### src/rtl/seg7_frame_decoder.sv
// Purpose: decode {a..g} segment beats to BCD and assemble NUM_DIGITS-digit frames (HEX_DECODE_EN adds A..F).
// Latency: out_valid rises 1 cycle after the beat that completes the frame is accepted.
// Backpressure: seg_ready is low while a frame is held; it returns 1 cycle after out_valid & out_ready.
module seg7_frame_decoder #(
   parameter int NUM_DIGITS = 4
) (
   input  logic                    clk,
   input  logic                    reset,
   input  logic [6:0]              seg_in,
   input  logic                    seg_sof,
   input  logic                    seg_valid,
   output logic                    seg_ready,
   output logic [4*NUM_DIGITS-1:0] bcd_out,
   output logic [NUM_DIGITS-1:0]   digit_err,
   output logic                    frame_err,
   output logic                    out_valid,
   input  logic                    out_ready,
   output logic                    sync_err
);

   localparam int CW = (NUM_DIGITS > 1) ? $clog2(NUM_DIGITS) : 1;

`ifdef HEX_DECODE_EN
   localparam logic HEX_EN = 1'b1;
`else
   localparam logic HEX_EN = 1'b0;
`endif

   typedef enum logic {COLLECT, HOLD} state_t;

   state_t                  state, state_nxt;
   logic [CW-1:0]           count, count_nxt;
   logic [4*NUM_DIGITS-1:0] shadow_bcd, shadow_bcd_nxt;
   logic [NUM_DIGITS-1:0]   shadow_err, shadow_err_nxt;
   logic                    accept, store, sync_nxt, done;
   logic                    known, is_hex, bad;
   logic [3:0]              nib;
   int                      pos;

   assign accept = seg_valid & seg_ready;

   // Exact-match segment decode; anything unknown becomes nibble F with an error flag
   always_comb begin
      nib    = 4'hF;
      is_hex = 1'b0;
      known  = 1'b1;
      case (seg_in)
         7'b1111110: nib = 4'h0;
         7'b0110000: nib = 4'h1;
         7'b1101101: nib = 4'h2;
         7'b1111001: nib = 4'h3;
         7'b0110011: nib = 4'h4;
         7'b1011011: nib = 4'h5;
         7'b1011111: nib = 4'h6;
         7'b1110000: nib = 4'h7;
         7'b1111111: nib = 4'h8;
         7'b1111011: nib = 4'h9;
         7'b1110111: begin nib = 4'hA; is_hex = 1'b1; end
         7'b0011111: begin nib = 4'hB; is_hex = 1'b1; end
         7'b1001110: begin nib = 4'hC; is_hex = 1'b1; end
         7'b0111101: begin nib = 4'hD; is_hex = 1'b1; end
         7'b1001111: begin nib = 4'hE; is_hex = 1'b1; end
         7'b1000111: begin nib = 4'hF; is_hex = 1'b1; end
         default:    known = 1'b0;
      endcase
      bad = !known || (is_hex && !HEX_EN);
      if (bad) nib = 4'hF;
   end

   // Next-state: framing decisions, shadow write position and frame completion
   always_comb begin
      state_nxt      = state;
      count_nxt      = count;
      shadow_bcd_nxt = shadow_bcd;
      shadow_err_nxt = shadow_err;
      sync_nxt       = 1'b0;
      done           = 1'b0;
      store          = 1'b0;
      pos            = int'(count);
      if (state == COLLECT) begin
         if (accept) begin
            if (seg_sof) begin
               // A new SOF restarts the frame; a non-empty partial frame is a framing error
               sync_nxt       = (count != '0);
               shadow_err_nxt = '0;
               pos            = 0;
               store          = 1'b1;
            end else if (count == '0) begin
               sync_nxt = 1'b1;
            end else begin
               store = 1'b1;
            end
            if (store) begin
               for (int i = 0; i < NUM_DIGITS; i++) begin
                  if (pos == i) begin
                     shadow_bcd_nxt[4*(NUM_DIGITS-1-i) +: 4] = nib;
                     shadow_err_nxt[NUM_DIGITS-1-i]          = bad;
                  end
               end
               if (pos == NUM_DIGITS-1) begin
                  done      = 1'b1;
                  state_nxt = HOLD;
                  count_nxt = '0;
               end else begin
                  count_nxt = CW'(pos + 1);
               end
            end
         end
      end else begin
         if (out_ready) state_nxt = COLLECT;
      end
   end

   // State, digit counter and shadow frame
   always_ff @(posedge clk or negedge reset) begin
      if (!reset) begin
         state      <= COLLECT;
         count      <= '0;
         shadow_bcd <= '0;
         shadow_err <= '0;
      end else begin
         state      <= state_nxt;
         count      <= count_nxt;
         shadow_bcd <= shadow_bcd_nxt;
         shadow_err <= shadow_err_nxt;
      end
   end

   // Registered outputs; the visible frame only changes when a frame completes
   always_ff @(posedge clk or negedge reset) begin
      if (!reset) begin
         seg_ready <= 1'b1;
         out_valid <= 1'b0;
         sync_err  <= 1'b0;
         bcd_out   <= '0;
         digit_err <= '0;
         frame_err <= 1'b0;
      end else begin
         seg_ready <= (state_nxt == COLLECT);
         out_valid <= (state_nxt == HOLD);
         sync_err  <= sync_nxt;
         if (done) begin
            bcd_out   <= shadow_bcd_nxt;
            digit_err <= shadow_err_nxt;
            frame_err <= |shadow_err_nxt;
         end
      end
   end

endmodule

### config.mk
export PLATFORM = sky130hd
export DESIGN_NAME = seg7_frame_decoder
export DESIGN_NICKNAME = d
export VERILOG_FILES = /design/src/rtl/seg7_frame_decoder.sv
export SDC_FILE = /design/constraint.sdc
export NUM_CORES = 1
export LEC_CHECK = 0
export CAP_MARGIN = 20
export CORE_UTILIZATION = 48
export DETAILED_ROUTE_END_ITERATION = 8
export PLACE_DENSITY = 0.75
export SLEW_MARGIN = 20
export SYNTH_ARGS = -nofsm -noshare
export SYNTH_HDL_FRONTEND = slang
export SYNTH_SLANG_ARGS = --single-unit
### constraint.sdc
create_clock -name clk -period 1.9 [get_ports clk]
set_input_delay 0.19 -clock clk [delete_from_list [all_inputs] [get_ports clk]]
set_output_delay 0.19 -clock clk [all_outputs]
set_load 0.01 [all_outputs]
* Word-level counts from Yosys, hierarchy flattened
Index checks and enable logic that the tools add are counted.
Storage, ports and cells: output and inout port bits 24, flip-flop bits (word level) 46, input bits 12
Cells by class: add/subtract/negate cells 1, mux-type cells 37, equal/unequal tests 19, reductions and logical operators 9, bitwise logic cells 3
Operator list (number):
- 7-bit equality test (second input constant) | 12
- 32-bit by 3-bit equality test with 1-bit output (second input constant) | 2
- 32-bit 2-to-1 mux | 2
- 4-bit case mux with 15 select lines | 1
- 16-bit 2-to-1 mux | 3
- 4-bit 2-to-1 mux | 9
- 32-bit by 2-bit equality test with 1-bit output (second input constant) | 1
- 32-bit zero test | 1
- 7-bit by 6-bit equality test with 1-bit output (second input constant) | 3
- 1-bit 2-to-1 mux | 20
- 16-bit OR reduction | 1
- 7-bit by 5-bit equality test with 1-bit output (second input constant) | 1
- 6-bit OR reduction | 1
- 2-bit 2-to-1 mux | 2
- 4-bit OR reduction | 1
- 3-bit AND reduction | 1
- 2-bit adder (second input constant) | 1
- 2-bit zero test | 1
- 1-bit NOT | 2
- 2-bit nonzero test | 1
- 1-bit bitwise AND | 1
- 1-bit zero test | 1
- 1-bit logical OR | 1

* Longest topological paths before layout
depth after elaboration 10, depth in mapped cells 10

* Worst setup path after synthesis
Ideal clock, no wire load.
kind reg2reg, start point reg count[0], end point reg bcd_out[5], data arrival time 1.699 ns, path buffers 1, cell stages (with the launch flop) 8, path slack 0.050 ns, path through dfrtp_1 nor2_1 ha_1 nand4bb_1 clkbuf_1 or4b_2 o21ai_0 a31oi_1
Between the ends: cells in the longest elaborated chain, start to end 8
Ends and longest elaborated chain:
- start: declaration | line 32 | logic [CW-1:0] count, count_nxt;
- start signal: assignment | line 123 | count <= count_nxt;
- 2-bit 2-to-1 mux or 2-bit zero test (tied branches) | line 82, 88
- 32-bit 2-to-1 mux or 1-bit 2-to-1 mux (tied branches) | line 81, 88
- 32-bit 2-to-1 mux or 1-bit 2-to-1 mux (tied branches) | line 80, 82
- 32-bit by 3-bit equality test with 1-bit output (tied with other cells) | line 95 | if (pos == i) begin
- 4-bit 2-to-1 mux (tied with other cells) | line 95
- 16-bit 2-to-1 mux or 1-bit 2-to-1 mux (tied branches) | line 93 | if (store) begin
- 16-bit 2-to-1 mux or 1-bit 2-to-1 mux (tied branches) | line 81 | if (accept) begin
- 16-bit 2-to-1 mux or 1-bit 2-to-1 mux (tied branches) | line 80 | if (state == COLLECT) begin
- end signal: assignment | line 143 | bcd_out <= shadow_bcd_nxt;
- end: declaration | line 13 | output logic [4*NUM_DIGITS-1:0] bcd_out,
Parallel ways exist; a longest one is shown, timed or not. The select of a mux whose other input is x is not followed. A chain may end at the register's enable or synchronous reset.

* Worst setup path after layout
start point reg seg_ready, end point reg digit_err[3]
Between the ends: cells in the longest elaborated chain, start to end 3
Ends and longest elaborated chain:
- start: declaration | line 12 | output logic seg_ready,
- start signal: assignment | line 139 | seg_ready <= (state_nxt == COLLECT);
- 1-bit bitwise AND (*) | line 40 | assign accept = seg_valid & seg_ready;
- 4-bit 2-to-1 mux or 1-bit 2-to-1 mux (tied branches) | line 81
- 4-bit 2-to-1 mux or 1-bit 2-to-1 mux (tied branches) | line 80
- end signal: assignment | line 144 | digit_err <= shadow_err_nxt;
- end: declaration | line 14 | output logic [NUM_DIGITS-1:0] digit_err,
Mark *: on every way between the ends. The rest lies on a longest branch, timed or not.

==> metrics.txt <==
M1 wire length 3.021 mm; Final Max Slew Viols 0; crit path max fanout 16; area grow syn2layout 46.62%; max frequency about 0.52 GHz; reg2reg path depth 6; TritonCTS clock tree done; Avg Cell Area, Syn ~9.4 um^2; Syn Nets 262; CP required ~2100 ps; adder-cell share of the synthesized area 0.03159; Clock Skew 6.026 ps; # IOs 36; Static Leakage 0.001407 uW; Max-Cap Viols 0; mapped cell area ~2300 um^2; fin crit period 1935 ps; DR WL/cell 18.82 um; grt total ovfl 0; Post-Route WL 7.096 mm; global-route wire length before repair 10.24 mm; CP startpoint kind register; Netlist cell types between 40 and 50; First DRT Iteration DRCs 254; Post-Synth Simple-Gate Area 0.2402; Chip Width ~70 um; metal3 WL about 450 um; GRT Overall Usage 0.2600; Seq/Total Area, Yosys 0.4472; endpoints failing hold 0; port bufs 35; NumNets Final 342; vias in the first global route 2097; fin worst setup slack -35.18 ps; crit share post-route 1.019; share of the synthesized area in the top cell type 0.4357; Worst-Margin Slew 675.2 ps; Clock Latency Late Sink about 290 ps; antenna violations before repair 0; PD cells between 1000 and 1500 nW/um^2; # diodes 0; # H-tree levels 2; placed cell areas 2999 um^2; Reg clk slew, reported paths 80 ps; Initial Util 0.5134; number of synthesized flops with an enable pin 0; crit path to digit_err[3]; Max clock buf depth 2; Filler cells 313; post-synthesis compound-gate area fraction 0.2048; Synth async-reset ratio 1.000; die area 5067 um^2; CTS Buf Count 5; gp weighted congestion 0.8874; CP startpoint seg_ready; Detail Placement HPWL 4.349 mm; Core Area 4474 um^2; largest family of logic cells by synthesized area simple AND/OR/NAND/NOR gates; leading area contributor after synthesis dfrtp_1; mux contribution to synthesized area 0; Area contributors post-synth dfrtp_1, a31oi_1, or4b_2; VDD IR-drop max 0.7135 mV; top layer in use met4; reg2reg end digit_err[3]; xor/xnor share of the synthesized area 0.01144; crit path DAT 2150 ps; setup violators final 4; ys flop type dfrtp_1; remaining antenna violation count 0; yosys warns 0; slew margin rel. 0.5474; Setup TNS -86.64 ps; critical setup path kind reg -> reg; Yosys reg bits 41; # rows 24; fin area 3368 um^2; CP Capture Type register; share of layout cells above drive strength 1 0.3292; PnR Total Power 3965 uW; Mapped Cells 245; clock root cell clkbuf_8; Vias 2311; largest net degree at the start of global routing 37; # clock sinks 41; WL met2 3.444 mm; violated checks DRC, setup timing; RR Startpoint seg_ready; via-per-instance ratio 6.130; drt first pass iters 9; Die Y-Extent 71.18 um; DRC 1; hold crit path type in -> async; R2R Setup Slk -40 ps; status complete, but fails checks
## through the flow
stage | setup WS [ps] | std cells | util | hold slack, ps
3_3_place_gp | -407.2 | 364 | 0.6703 | 236.0
2_1_floorplan | 49.96 | 245 | - | -105.6
3_5_place_dp | -469.8 | 364 | 0.6703 | 241.9
5_1_grt | -102.1 | 377 | 0.7528 | 492.1
4_1_cts | 15.77 | 373 | 0.7025 | 452.7
6_report | -35.18 | 377 | 0.7528 | 445.3
## flip-flops by register name, summed over array words and instances, names as in the netlist
register and cells:
frame_err 1, count 2, sync_err 1, shadow_err 3, seg_ready 1, bcd_out 16, digit_err 4, shadow_bcd 12
out_valid 1
## worst max-delay path, stage by stage (launching register included)
cell      delay, ps
dfstp_2         560
nand3b_1        290
buf_4           280
nor2_1          200
buf_4           250
nand3_1         160
o211ai_2        100
## kinds of logic after synthesis
logic type | Yosys count
AO/OA/AOI/OAI | 72
XOR/XNOR | 3
adder cells (fa/ha/maj) | 6
buffers and inverters | 30
flip-flops | 41
AND/OR/NAND/NOR | 93
## layer usage
layer	vias up	track usage
met5	-	0
met4	0	0.05778
met3	24	0.04274
met2	106	0.4254
met1	1120	0.3641
li1	1061	-
## report_power, final
part           switching, uW  internal [uW]
Combinational            819            976
Clock                    302            382
Sequential               241           1250
## placed cells by master, fill, tap and decap left out, types with 2 or more instances in the layout
master           synthesis  final
buf_6                    4      6
nand2b_1                 7      5
nand4b_1                 2      2
a21oi_1                  5      5
clkdlybuf4s50_1          0     29
o21ai_1                  2      8
nand2_1                 16     13
nand2_2                  0      2
nor2_2                   0      2
nand3b_1                 3      3
ha_4                     0      3
dlymetal6s2s_1           0      4
and3_1                   3      3
o22ai_1                  4      4
and2_1                   3      3
or4b_4                   0      9
dfrtp_1                 40     40
a211oi_1                 2      2
nand2b_4                 0      2
o21ai_2                  0      2
or4b_2                  12      4
o21a_1                   2      2
o21ai_0                 16      8
nor3_1                   3      2
o211ai_2                 2      2
nand3_1                  6      6
inv_2                    0      2
buf_4                    0     49
inv_1                   10      7
nor2_1                  26     24
a31oi_1                 29     29
xor2_1                   2      2
clkbuf_8                 0      5
nor4bb_1                 2      2
## area by class of cell
type	count	area (um^2)	area share
inverter	10	40.04	0.01189
clock buffer	5	68.82	0.02043
multi-input combinational	174	1287	0.3822
clock inverter	2	35.03	0.01040
tap	52	65.06	0.01932
timing repair buffer	93	844.6	0.2507
sequential	41	1027	0.3050
## what timing repair did
item	CTS	global route
resized for setup	11	45
cloned	0	3
buffers inserted	1	1
pin swaps	0	2
hold buffers	1	0
endpoints found under the setup margin	15	31
endpoints found under the hold margin	26	0
## worst min path at each step
stage,end,slack [ps],cells after the start
after global placement,bcd_out[4],240,1
after CTS,sync_err,450,4
final,bcd_out[7],450,2
after floorplan,bcd_out[0],-110,0
after global routing,bcd_out[4],490,2
after detailed placement,bcd_out[7],240,1
## synth_stat cells, types with 3 or more instances
cell type and number:
a21oi_1 5, a31oi_1 29, and2_1 3, and3_1 3
buf_2 5, buf_6 4, clkbuf_1 9, dfrtp_1 40
ha_1 5, inv_1 10, nand2_1 16, nand2b_1 7
nand3_1 6, nand3b_1 3, nor2_1 26, nor3_1 3
o21ai_0 16, o22ai_1 4, or4b_2 12
(Power assumes the default switching activity.)
